[src/rtl/fifo_pkg.sv]
// Shared types and helpers for the FIFO family of blocks.
`default_nettype none

package fifo_pkg;

  // Occupancy of the 2-entry read-adapter skid buffer.
  typedef enum logic [1:0] {
    EMPTY = 2'd0,
    ONE   = 2'd1,
    TWO   = 2'd2
  } occ_e;

  // Number of words the adapter's local buffer can hold.
  localparam int unsigned ADAPTER_DEPTH = 2;

  function automatic logic [1:0] occ_count(input occ_e s);
    return s;
  endfunction

endpackage

`default_nettype wire

[src/rtl/fifo_rd_adapter.sv]
// Converts a 1-cycle-latency FIFO read port into a valid/ready stream
// using a 2-entry local buffer and credit-based read issue.
`default_nettype none

module fifo_rd_adapter
  import fifo_pkg::*;
#(
  parameter int WIDTH = 8
) (
  input  logic             clk,
  input  logic             rst_n,
  input  logic [WIDTH-1:0] fifo_dout,
  input  logic             fifo_empty,
  output logic             fifo_rd_en,
  output logic [WIDTH-1:0] m_data,
  output logic             m_valid,
  input  logic             m_ready,
  output logic [1:0]       occupancy
);

  occ_e             occ_q, occ_d;
  logic             in_flight_q, in_flight_d;
  logic             valid_q, valid_d;
  logic [WIDTH-1:0] head_q, head_d;
  logic [WIDTH-1:0] tail_q, tail_d;

  logic             w_pop;
  logic [2:0]       w_used;
  logic [2:0]       w_limit;

  assign w_pop = valid_q && m_ready;

  // credit > 0  <=>  occupancy + in_flight < 2 + pop
  assign w_used  = {1'b0, occ_count(occ_q)} + {2'b00, in_flight_q};
  assign w_limit = 3'd2 + {2'b00, w_pop};

  assign fifo_rd_en = rst_n && !fifo_empty && (w_used < w_limit);

  assign m_data    = head_q;
  assign m_valid   = valid_q;
  assign occupancy = occ_count(occ_q);

  always_comb begin
    occ_d       = occ_q;
    head_d      = head_q;
    tail_d      = tail_q;
    in_flight_d = fifo_rd_en;

    case ({in_flight_q, w_pop})
      2'b11: begin
        // The pop frees the head first, so the arriving word lands behind what remains.
        if (occ_q == TWO) begin
          head_d = tail_q;
          tail_d = fifo_dout;
        end else begin
          head_d = fifo_dout;
        end
      end
      2'b01: begin
        if (occ_q == TWO) begin
          head_d = tail_q;
          occ_d  = ONE;
        end else begin
          occ_d  = EMPTY;
        end
      end
      2'b10: begin
        case (occ_q)
          EMPTY: begin
            head_d = fifo_dout;
            occ_d  = ONE;
          end
          ONE: begin
            tail_d = fifo_dout;
            occ_d  = TWO;
          end
          default: begin
            occ_d  = occ_q;
          end
        endcase
      end
      default: begin
        occ_d = occ_q;
      end
    endcase

    valid_d = (occ_d != EMPTY);
  end

  always_ff @(posedge clk or negedge rst_n) begin
    if (!rst_n) begin
      occ_q       <= EMPTY;
      in_flight_q <= 1'b0;
      valid_q     <= 1'b0;
      head_q      <= '0;
      tail_q      <= '0;
    end else begin
      occ_q       <= occ_d;
      in_flight_q <= in_flight_d;
      valid_q     <= valid_d;
      head_q      <= head_d;
      tail_q      <= tail_d;
    end
  end

`ifndef SYNTHESIS
  a_no_overflow: assert property (@(posedge clk) disable iff (!rst_n)
    !(in_flight_q && !w_pop && (occ_q == TWO)));
`endif

endmodule

`default_nettype wire

[config.mk]
export PLATFORM = sky130hd
export DESIGN_NAME = fifo_rd_adapter
export DESIGN_NICKNAME = d
export VERILOG_FILES = /design/src/rtl/fifo_pkg.sv /design/src/rtl/fifo_rd_adapter.sv
export SDC_FILE = /design/constraint.sdc
export NUM_CORES = 1
export LEC_CHECK = 0
export CAP_MARGIN = 25
export CORE_MARGIN = 1.5
export CORE_UTILIZATION = 47
export DETAILED_ROUTE_END_ITERATION = 8
export PLACE_DENSITY_LB_ADDON = 0.12
export SETUP_SLACK_MARGIN = 0.05
export SYNTH_ARGS = -nofsm -noshare
export SYNTH_HDL_FRONTEND = slang
export SYNTH_SLANG_ARGS = --single-unit
export TNS_END_PERCENT = 50
[constraint.sdc]
create_clock -name clk -period 1.7 [get_ports clk]
set_input_delay 0.17 -clock clk [delete_from_list [all_inputs] [get_ports clk]]
set_output_delay 0.17 -clock clk [all_outputs]
set_load 0.01 [all_outputs]
Yosys cells after proc, flatten, opt, wreduce, memory -nomap -nowiden

Index checks and enable logic that the tools add are counted.

Register bits: 20
Output and inout port bits: 12

Add/subtract/negate cells: 2
$lt $le $gt $ge: 1
Eq/ne operators: 9
Multiplexer cells: 10
Reductions and logical operators: 10

Operator list:

| operator                                                              | number |
|---|---|
| 8-bit two-way mux                                                     | 5 |
| 8-bit case mux with 3 select lines                                    | 1 |
| 8-bit case mux with 2 select lines                                    | 1 |
| 2-bit != test, second input constant                                  | 4 |
| 2-bit case mux with 2 select lines                                    | 2 |
| 2-bit equality test, second input constant                            | 3 |
| 3-bit AND reduction                                                   | 2 |
| 2-bit by 1-bit equality test with 1-bit output, second input constant | 2 |
| 2-bit nonzero test                                                    | 2 |
| 2-bit by 1-bit adder with 3-bit output                                | 1 |
| 2-bit by 1-bit adder with 3-bit output, first input constant          | 1 |
| 1-bit logical AND                                                     | 3 |
| 3-bit less-than comparator                                            | 1 |
| 3-bit nonzero test                                                    | 1 |
| 2-bit zero test                                                       | 1 |
| 1-bit zero test                                                       | 1 |
| 1-bit two-way mux                                                     | 1 |

Logic depth before layout (Yosys ltp)

Gate-level depths: netlist of the first run.

Word-level depth: 4
Mapped depth: 7
Mapped depth without buffers: 6

Worst setup path before layout of the first run

No wires, ideal clock.

Path kind: register to register
Start: reg occ_q[0], in the netlist occupancy[0]
End: reg tail_q[0]
Setup time: 128 ps
Arrival time: 1457 ps
Required time: 1572 ps
Slack: 115 ps
Cell stages (with the launch flop): 6
Clock period less this slack: 1585 ps
Path through: dfrtp_1 > inv_1 > ha_1 > mux2_4 > nand2_4 > mux2_1

Cells in the longest elaborated chain, start to end: 3
Elaborated cells on any way between the ends: 5
Those cells by class: eq/ne (4); reduce/logical (1)

RTL lines:

| element                                                                                      | RTL line                                     | source |
|---|---|---|
| start, declared                                                                              | fifo_rd_adapter.sv:21                        | `occ_e occ_q, occ_d;` |
| start signal, assigned                                                                       | fifo_rd_adapter.sv:92                        | `occ_q <= EMPTY;` |
| start signal, assigned                                                                       | fifo_rd_adapter.sv:98                        | `occ_q <= occ_d;` |
| 2-bit by 1-bit equality test with 1-bit output / 2-bit equality test (equally long branches) | fifo_rd_adapter.sv:68, fifo_rd_adapter.sv:52 |  |
| 2-bit != test (no line)                                                                      | n/a                                          |  |
| 3-bit AND reduction (no line) (*)                                                            | n/a                                          |  |
| end signal, assigned                                                                         | fifo_rd_adapter.sv:102                       | `tail_q <= tail_d;` |
| end, declared                                                                                | fifo_rd_adapter.sv:25                        | `logic [WIDTH-1:0] tail_q, tail_d;` |

Every way passes the cells marked *; elsewhere a longest branch is shown, timed or not.
A chain may end at the register's enable or synchronous reset.

Worst setup path in the final report of the first run

Start: reg in_flight_q
End: out fifo_rd_en

Cells in the longest elaborated chain, start to end: 3

RTL lines:

| element                                | RTL line              | source |
|---|---|---|
| start, declared                        | fifo_rd_adapter.sv:22 | `logic in_flight_q, in_flight_d;` |
| start signal, assigned                 | fifo_rd_adapter.sv:99 | `in_flight_q <= in_flight_d;` |
| 2-bit by 1-bit adder with 3-bit output | fifo_rd_adapter.sv:34 | `assign w_used = {1'b0, occ_count(occ_q)} + {2'b00, in_flight_q};` |
| 3-bit less-than comparator             | fifo_rd_adapter.sv:37 | `assign fifo_rd_en = rst_n && !fifo_empty && (w_used < w_limit);` |
| 1-bit logical AND                      | fifo_rd_adapter.sv:37 |  |
| end, declared                          | fifo_rd_adapter.sv:14 | `output logic fifo_rd_en,` |

Every way passes these cells.

==> impl_metrics.json, run 1 <==
{
  "status": "finished, final reports clean",
  "max_clock_freq_mhz": 597,
  "drt-pass1-iter-count": 4,
  "crit_path_cell_trace": "ha_2 > ha_4 > o21ai_2 > and3_1 > buf_2",
  "dieHeight_um": 48.2,
  "critical_path_required_ns": 1.53,
  "antenna_found_initial": 0,
  "drv_slew": 0,
  "finClkSkew_ns": 0.00571,
  "critPathCaptureType": "output pin",
  "ys_warn_count": 0,
  "grt_pass1_wl_um": 2970,
  "synth_area_leaders": "dfrtp_1 52%, mux2_1 9.4%, mux2i_1 8.3%",
  "final_nets": 131,
  "synth.avg_cell_area_um2": 11.9,
  "finalSetupViolCount": 0,
  "synth_top_area_cell": "dfrtp_1",
  "ys_seq_elements": 20,
  "cts_made_buffers": 3,
  "synth-compound-area-share_pct": 8.58,
  "grt-ovfl-total": 0,
  "totalPowerFinal_w": 0.00252,
  "timing.slew.headroom_pct": 82.9,
  "synthAdderAreaFrac_pct": 7.67,
  "drc": 0,
  "power_per_cell_area_nw_per_um2": 1830,
  "ys_types": 22,
  "htree_levels": 1,
  "clk_latency_ns": 0.31,
  "grt_pass1_vias": 674,
  "finalNonFillerCells": 140,
  "synth-simple-area-share_pct": 8.58,
  "grt_use_total_pct": 19.3,
  "cp_slowest_stage_delay_ns": 0.40,
  "die_w_um": 48.2,
  "drt_iter0_markers": 11,
  "reg2reg_depth": 6,
  "rows": 16,
  "worst_pin_slew_ns": 0.257,
  "cts.sinks": 20,
  "wl_per_cell_um": 14.4,
  "peakVddDrop_uv": 1200,
  "r2r-start": "occupancy[1]",
  "core_um2": 1940,
  "critPathArrivalTime_ns": 1.50,
  "rsz0062_at_grt": "yes",
  "drive_gt1_share_pct": 23.0,
  "synthCells": 81,
  "syn_nets": 98,
  "pin_count": 24,
  "synth_xor_area_share_pct": 0,
  "clockBufferDepth": 2,
  "avgViaCountPerCell": 5.07,
  "critPathCapture": "fifo_rd_en",
  "final-hold-violation-count": 0,
  "r2r-end": "tail_q[3]",
  "vias": 710,
  "crit_type": "reg -> out",
  "cp-startpoint": "in_flight_q",
  "worstHoldPathType": "in -> async",
  "placed_cells": 135,
  "synth_top_area_share_pct": 52.0,
  "dpl_cell_area_um2": 1260,
  "yosys-mux-area-fraction_pct": 19.2,
  "synth_top_family_by_area": "multiplexers",
  "cp_max_fo": 2,
  "diodes": 0,
  "whs_ns": 0.305,
  "finalCritPeriodShare_pct": 98.5,
  "fin_crit_ns": 1.67,
  "slowest_stage": "dfrtp_1",
  "ctsRootBufferMaster": "clkbuf_4",
  "antenna_left": 0,
  "ys_seq_area_share_pct": 52.0,
  "gp_congestion": 0.706,
  "die_area_um2": 2330,
  "p_leak_nw": 0.622,
  "grt_max_degree": 21,
  "cts_tree": "done",
  "fillCellCount": 155,
  "clk_pin_slew_worst_paths_ns": 0.12,
  "fin_area_um2": 1370,
  "worst_setup_path_start_kind": "register",
  "maxCapViolations": 0,
  "routed_wl_um": 2020,
  "port_buffers": 23,
  "syn_to_final_growth_pct": 42.8,
  "mappedNetlistArea_um2": 962,
  "dpl.hpwl_um": 1410,
  "regToRegSetupSlack_ns": 0.12,
  "initial_utilization_pct": 49.5
}
==> layer usage <==
layer | share of wire [%] | vias up | global-route usage [%]
li1 | - | 345 | -
met1 | 44 | 348 | 25.8
met2 | 51 | 15 | 31.1
met3 | 3.6 | 2 | 5.56
met4 | 0.94 | 0 | 4.86
met5 | 0 | - | 0
==> per-stage QoR <==
step | setup TNS [ns] | util, % | worst slack, ns
2_1_floorplan | 0 | - | 0.115
3_3_place_gp | -0.448 | 65.1 | -0.101
3_5_place_dp | -0.572 | 65.1 | -0.0931
4_1_cts | 0 | 69.5 | 0.00144
5_1_grt | -0.0307 | 70.7 | -0.0307
6_report | 0 | 70.7 | 0.0252
==> cell type report <==
| type | instances | area, um^2 | share of cell area [%] |
|---|---|---|---|
| well taps | 27 | 33.8 | 2.46 |
| inverters | 3 | 11.3 | 0.820 |
| clock buffers | 3 | 22.5 | 1.64 |
| repair buffers | 31 | 302 | 21.9 |
| multi-input cells | 55 | 474 | 34.5 |
| flip-flops and latches | 20 | 500 | 36.4 |
| clock inverters | 1 | 30.0 | 2.19 |
==> registers in the layout, indices dropped and copies added (netlist names) <==
register and flops:
occupancy 2, m_valid 1, m_data 8, tail_q 8
in_flight_q 1
==> cells in the mapped netlist (all sizes together) <==
library cell / number
nand2: 6
buf: 3
a211o: 1
inv: 3
dfrtp: 20
o21ai: 3
nor2: 10
a21oi: 8
o211ai: 2
maj3: 1
ha: 5
mux2i: 8
mux2: 9
or2: 1
and3: 1
==> kinds of logic after synthesis <==
logic type | Yosys count
AOI/OAI and AO/OA | 14
adders and majority gates | 6
buffers and inverters | 6
DFF | 20
muxes | 17
and+or+nand+nor | 18
==> critical path: cells and delay by family, from the launching register on <==
family          cells  cell delay, ns
fa+ha+maj           2            0.46
buf+inv             1            0.14
compound gates      1            0.04
flops               1            0.40
simple gates        1            0.17
==> cells in the final DEF (no fill, tap or decap) <==
| cell | instances |
|---|---|
| buf_4 | 6 |
| bufinv_16 | 1 |
| inv_2 | 2 |
| and3_1 | 1 |
| inv_1 | 1 |
| buf_2 | 1 |
| ha_2 | 1 |
| o21ai_1 | 1 |
| buf_12 | 1 |
| mux2_4 | 3 |
| a211o_1 | 1 |
| clkdlybuf4s50_1 | 22 |
| mux2_1 | 6 |
| clkbuf_4 | 3 |
| dfrtp_1 | 20 |
| nor2_1 | 10 |
| a21oi_1 | 8 |
| nand2_1 | 4 |
| ha_4 | 2 |
| maj3_4 | 1 |
| nand2_8 | 1 |
| o211ai_1 | 2 |
| or2_1 | 1 |
| buf_6 | 1 |
| nand2_2 | 1 |
| o21ai_2 | 2 |
| ha_1 | 2 |
| mux2i_1 | 8 |
==> report_power, final <==
group	switching [W]	internal [W]	total, W
clock network	0.000155	0.000238	0.000393
logic	0.000580	0.000712	0.00129
registers	0.000125	0.000708	0.000833
total	0.000860	0.00166	0.00252
==> repair_timing <==
item                       in CTS  in global routing
buffers inserted                1                  0
resized for setup              10                  6
hold buffers                    0                  0
pin swaps                       5                  6
setup endpoints to repair      15                 18
==> worst min-delay path by stage <==
| stage | cells past startpoint | from | end | slack (ns) |
|---|---|---|---|---|
| global placement | 1 | tail_q[6] | tail_q[6] | 0.47 |
| finish | 2 | rst_n | tail_q[4] | 0.30 |
| global route | 2 | rst_n | tail_q[1] | 0.32 |
| detailed placement | 1 | tail_q[5] | tail_q[5] | 0.48 |
| CTS | 2 | rst_n | tail_q[1] | 0.31 |
| floorplan | 0 | rst_n | in_flight_q | -0.13 |
Note: power is estimated with default switching activity, not from simulation.
==> run 2, diff against run 1 <==
Settings changed: CORE_ASPECT_RATIO set to 0.75.
==> impl_metrics.json, run 2 (synthesized netlist as in run 1, its figures left out) <==
{
  "routed_wl_um": 1930,
  "die_w_um": 55.2,
  "final-hold-violation-count": 0,
  "finalSetupViolCount": 0,
  "fin_crit_ns": 1.66,
  "htree_levels": 1,
  "antenna_left": 0,
  "peakVddDrop_uv": 1190,
  "regToRegSetupSlack_ns": 0.08,
  "critPathArrivalTime_ns": 1.49,
  "fin_tns_setup_ns": 0,
  "slowest_stage": "dfrtp_1",
  "fin_util_pct": 73.6,
  "grt-ovfl-total": 0,
  "placed_cells": 131,
  "crit_buf_inv": 1,
  "ctsRootBufferMaster": "clkbuf_4",
  "drv_slew": 0,
  "crit_type": "reg -> out",
  "syn_to_final_growth_pct": 39.3,
  "clk_pin_slew_worst_paths_ns": 0.11,
  "critPathCaptureType": "output pin",
  "drt-pass1-iter-count": 4,
  "dieHeight_um": 42.2,
  "grt_pass1_vias": 683,
  "crit_path_cell_trace": "ha_2 > ha_4 > o21ai_1 > and3_1 > buf_2",
  "worst_setup_path_start_kind": "register",
  "wl_per_cell_um": 14.1,
  "cp_num_cells": 5,
  "port_buffers": 23,
  "maxCapViolations": 0,
  "core_um2": 1820,
  "worstHoldPathType": "in -> async",
  "drt_iter0_markers": 12,
  "max_clock_freq_mhz": 601,
  "cts_hold_buf": 0,
  "finalNonFillerCells": 137,
  "die_area_um2": 2330,
  "grt_use_total_pct": 17.4,
  "cp_top_family": "adder cells",
  "cts_made_buffers": 3,
  "p_leak_nw": 0.609,
  "r2r-start": "occupancy[0]",
  "dpl_cell_area_um2": 1250,
  "clk_latency_ns": 0.30,
  "initial_utilization_pct": 52.8,
  "avgViaCountPerCell": 5.20,
  "whs_ns": 0.278,
  "cts.sinks": 20,
  "final_common_cell": "clkdlybuf4s50_1",
  "status": "finished, final reports clean",
  "drc": 0,
  "pin_count": 24,
  "critical_path_required_ns": 1.53,
  "vias": 712,
  "fin_area_um2": 1340,
  "drive_gt1_share_pct": 22.6,
  "dpl.hpwl_um": 1400,
  "diodes": 0,
  "cp_slowest_stage_delay_ns": 0.40,
  "grt_pass1_wl_um": 3080,
  "r2r-end": "m_data[6]",
  "grt_max_degree": 21,
  "rows": 13,
  "worst_pin_slew_ns": 0.254,
  "antenna_found_initial": 0,
  "power_per_cell_area_nw_per_um2": 1730,
  "cp_max_fo": 2,
  "finClkSkew_ns": 0.00124,
  "final_cell_mix": "22 x clkdlybuf4s50_1, 19 x dfrtp_1, 10 x nor2_1, 10 x buf_4",
  "final_nets": 133,
  "finalCritPeriodShare_pct": 97.9,
  "cts_tree": "done",
  "timing.slew.headroom_pct": 83.0,
  "gp_congestion": 0.731,
  "reg2reg_depth": 7,
  "clockBufferDepth": 2,
  "rsz0062_at_grt": "yes"
}
## run 2: worst max path at each step
stage,startpoint,to
after global routing,occupancy[0],fifo_rd_en
final,occupancy[0],fifo_rd_en
after CTS,in_flight_q,fifo_rd_en
after floorplan,occupancy[0],tail_q[0]
after detailed placement,occupancy[0],fifo_rd_en
after global placement,occupancy[0],fifo_rd_en
## run 2: power by group
part	total, W	internal, W	switching, W	leakage (nW)
logic	0.00121	0.000654	0.000552	0.353
clock network	0.000272	0.000131	0.000142	0.0210
registers	0.000844	0.000710	0.000133	0.235
total	0.00232	0.00149	0.000828	0.609
## run 2: layout make-up
type	count	area, um^2
timing repair buffer	33	300
multi-input combinational	55	463
fill	132	482
clock buffer	4	36.3
sequential	20	502
inverter	3	11.3
tap	22	27.5
## run 2: through the flow
| stage | worst slack, ns | power [W] |
|---|---|---|
| after floorplan | 0.115 | 0.00149 |
| after global placement | -0.0401 | 0.00193 |
| after detailed placement | -0.0755 | 0.00198 |
| after CTS | 0.00251 | 0.00229 |
| after global routing | -0.0427 | 0.00248 |
| final | 0.0359 | 0.00232 |
## run 2: layer usage
metal	global-route usage (%)	part of all wire, %
met5	0	0
met4	5.37	1.0
met3	7.10	6.0
met2	29.5	48
met1	20.1	45
## run 2: worst register-to-register path: cells and delay by family (launching register included)
family                   cells  cell delay (ns)
buffers and inverters        3             0.28
AO/OA/AOI/OAI                1             0.09
multiplexers                 1             0.20
adder cells (fa/ha/maj)      2             0.55
flip-flops                   1             0.40
## run 2: what timing repair did
action                     CTS  global route
pin swaps                    3             5
cloned                       0             0
setup endpoints to repair   17            17
resized for setup            9             4
buffers inserted             1             1
==> run 3, diff against run 2 <==
--- a/config.mk
+++ b/config.mk
@@ -17,2 +17,2 @@
 export SYNTH_SLANG_ARGS = --single-unit
-export TNS_END_PERCENT = 50
+export TNS_END_PERCENT = 30
==> constraint.sdc (replaced) <==
create_clock -name clk -period 1.7 [get_ports clk]
set_input_delay 0.255 -clock clk [delete_from_list [all_inputs] [get_ports clk]]
set_output_delay 0.255 -clock clk [all_outputs]
set_load 0.01 [all_outputs]
==> impl_metrics.json, run 3 (synthesized netlist as in run 1, its figures left out) <==
{
  "drt_iter0_markers": 14,
  "status": "complete, but fails checks",
  "clock_power_share_pct": 9.0,
  "port_buffers": 23,
  "grt_pass1_vias": 659,
  "dpl.hpwl_um": 1330,
  "critical_path_required_ns": 1.44,
  "ctsRootBufferMaster": "clkbuf_4",
  "wl_per_cell_um": 15.1,
  "crit_type": "reg -> out",
  "cp-startpoint": "in_flight_q",
  "timing.slew.headroom_pct": 82.8,
  "max_clock_freq_mhz": 573,
  "diodes": 0,
  "drc": 0,
  "critPathCaptureType": "output pin",
  "netSwitchingPower_w": 0.000853,
  "rows": 13,
  "finClkSkew_ns": 0.00442,
  "worst_setup_path_start_kind": "register",
  "clk_pin_slew_worst_paths_ns": 0.10,
  "clockBufferDepth": 2,
  "finalNonFillerCells": 134,
  "worstHoldPathType": "in -> async",
  "vias": 701,
  "crit_path_cell_trace": "ha_2 > ha_4 > o21ai_2 > and3_4 > buf_6",
  "final-hold-violation-count": 0,
  "maxCapViolations": 0,
  "drt-pass1-iter-count": 4,
  "whs_ns": 0.368,
  "cts_hold_buf": 0,
  "die_area_um2": 2330,
  "grt_max_degree": 21,
  "critPathArrivalTime_ns": 1.49,
  "fin_tns_setup_ns": -0.0446,
  "dieHeight_um": 42.2,
  "combinationalPowerShare_pct": 55.9,
  "finalSetupViolCount": 1,
  "placed_cells": 130,
  "antenna_found_initial": 0,
  "drv_slew": 0,
  "htree_levels": 1,
  "drive_gt1_share_pct": 30.4,
  "seqPwrFrac_pct": 35.1,
  "violations": "negative setup slack",
  "power.internal_w": 0.00154,
  "worst_pin_slew_ns": 0.259,
  "peakVddDrop_uv": 1150,
  "finalCritPeriodShare_pct": 103,
  "routed_wl_um": 2020,
  "cts_tree": "done",
  "clk_latency_ns": 0.29,
  "final_cell_mix": "20 x dfrtp_1, 20 x clkdlybuf4s50_1, 10 x nor2_1, 9 x mux2_4",
  "avgViaCountPerCell": 5.23,
  "fin_crit_ns": 1.74,
  "cp_max_fo": 2,
  "die_w_um": 55.2,
  "r2r-start": "occupancy[0]",
  "grt_pass1_wl_um": 3000,
  "grt-ovfl-total": 0,
  "worst_slack_ns": -0.0446,
  "power_per_cell_area_nw_per_um2": 1750,
  "cts_made_buffers": 3,
  "gp_congestion": 0.684,
  "final_nets": 131,
  "p_leak_nw": 0.647,
  "rsz0062_at_grt": "yes",
  "cts.sinks": 20,
  "grt_use_total_pct": 16.9,
  "core_um2": 1820,
  "initial_utilization_pct": 52.8,
  "sw_frac_of_total_pct": 35.7,
  "pin_count": 24,
  "syn_to_final_growth_pct": 41.9,
  "antenna_left": 0,
  "cp_slowest_stage_delay_ns": 0.41,
  "slowest_stage": "dfrtp_1"
}
==> run 3: cell count changes in the layout (fill, tap and decap cells not counted), sizes merged <==
cell	previous run	this run
dlygate4sd2	0	1
clkbuf	4	3
dlymetal6s2s	0	1
buf	11	9
clkdlybuf4s50	22	20
==> run 3: metal layers <==
metal  vias to the layer above  GRT usage, %  part of all wire, %
met1                       335          20.1                   45
met4                         0          2.93                 0.59
li1                        346             -                    -
met3                         2          6.48                  4.4
met5                         -             0                    0
met2                        18          29.5                   50
==> run 3: timing repair <==
action / 4_1_cts / 5_1_grt
pin swaps: 5 / 7
gates resized for setup: 15 / 14
setup endpoints to repair: 17 / 13
gates cloned: 0 / 0
buffers inserted: 1 / 0
==> run 3: final timing paths <==
check	endpoint	cells past startpoint	slack, ns
worst max register to register	m_data[2]	7	0.08
max in group asynchronous	tail_q[1]	2	1.12
worst min register to register	tail_q[4]	1	0.52
worst min-delay path	tail_q[2]	2	0.37
worst max-delay path	fifo_rd_en	5	-0.04
min in group clk	tail_q[4]	1	0.52
==> run 3: per-stage QoR <==
| stage | setup slack (ns) | utilization, % | instance area, um^2 | power, W |
|---|---|---|---|---|
| finish | -0.0446 | 74.9 | 1370 | 0.00239 |
| global route | -0.115 | 74.9 | 1370 | 0.00256 |
| CTS | -0.0511 | 72.3 | 1320 | 0.00227 |
| detailed placement | -0.214 | 68.4 | 1250 | 0.00197 |
| global placement | -0.170 | 68.4 | 1250 | 0.00192 |
| floorplan | 0.115 | - | 962 | 0.00149 |
==> run 3: layout make-up <==
| cell class | count | area (um^2) |
|---|---|---|
| Fill cell | 137 | 457 |
| Multi-Input combinational cell | 55 | 504 |
| Inverter | 3 | 13.8 |
| Clock buffer | 3 | 22.5 |
| Timing Repair Buffer | 31 | 297 |
| Sequential cell | 20 | 500 |
| Tap cell | 22 | 27.5 |
==> run 3: power by group through the flow <==
| stage | Clock [W] | Combinational, W | Sequential (W) |
|---|---|---|---|
| 2_1_floorplan | 0 | 0.000593 | 0.000898 |
| 3_3_place_gp | 0 | 0.00110 | 0.000826 |
| 3_5_place_dp | 0 | 0.00113 | 0.000835 |
| 4_1_cts | 0.000226 | 0.00121 | 0.000831 |
| 5_1_grt | 0.000245 | 0.00145 | 0.000865 |
| 6_report | 0.000214 | 0.00133 | 0.000838 |
==> run 3: worst max-delay path, delay by kind of cell (launching register included) <==
| family | cells | cell delay (ns) |
|---|---|---|
| adder cells (fa/ha/maj) | 2 | 0.45 |
| flip-flops | 1 | 0.41 |
| AND/OR/NAND/NOR | 1 | 0.18 |
| buffers and inverters | 1 | 0.11 |
| AO/OA/AOI/OAI | 1 | 0.05 |
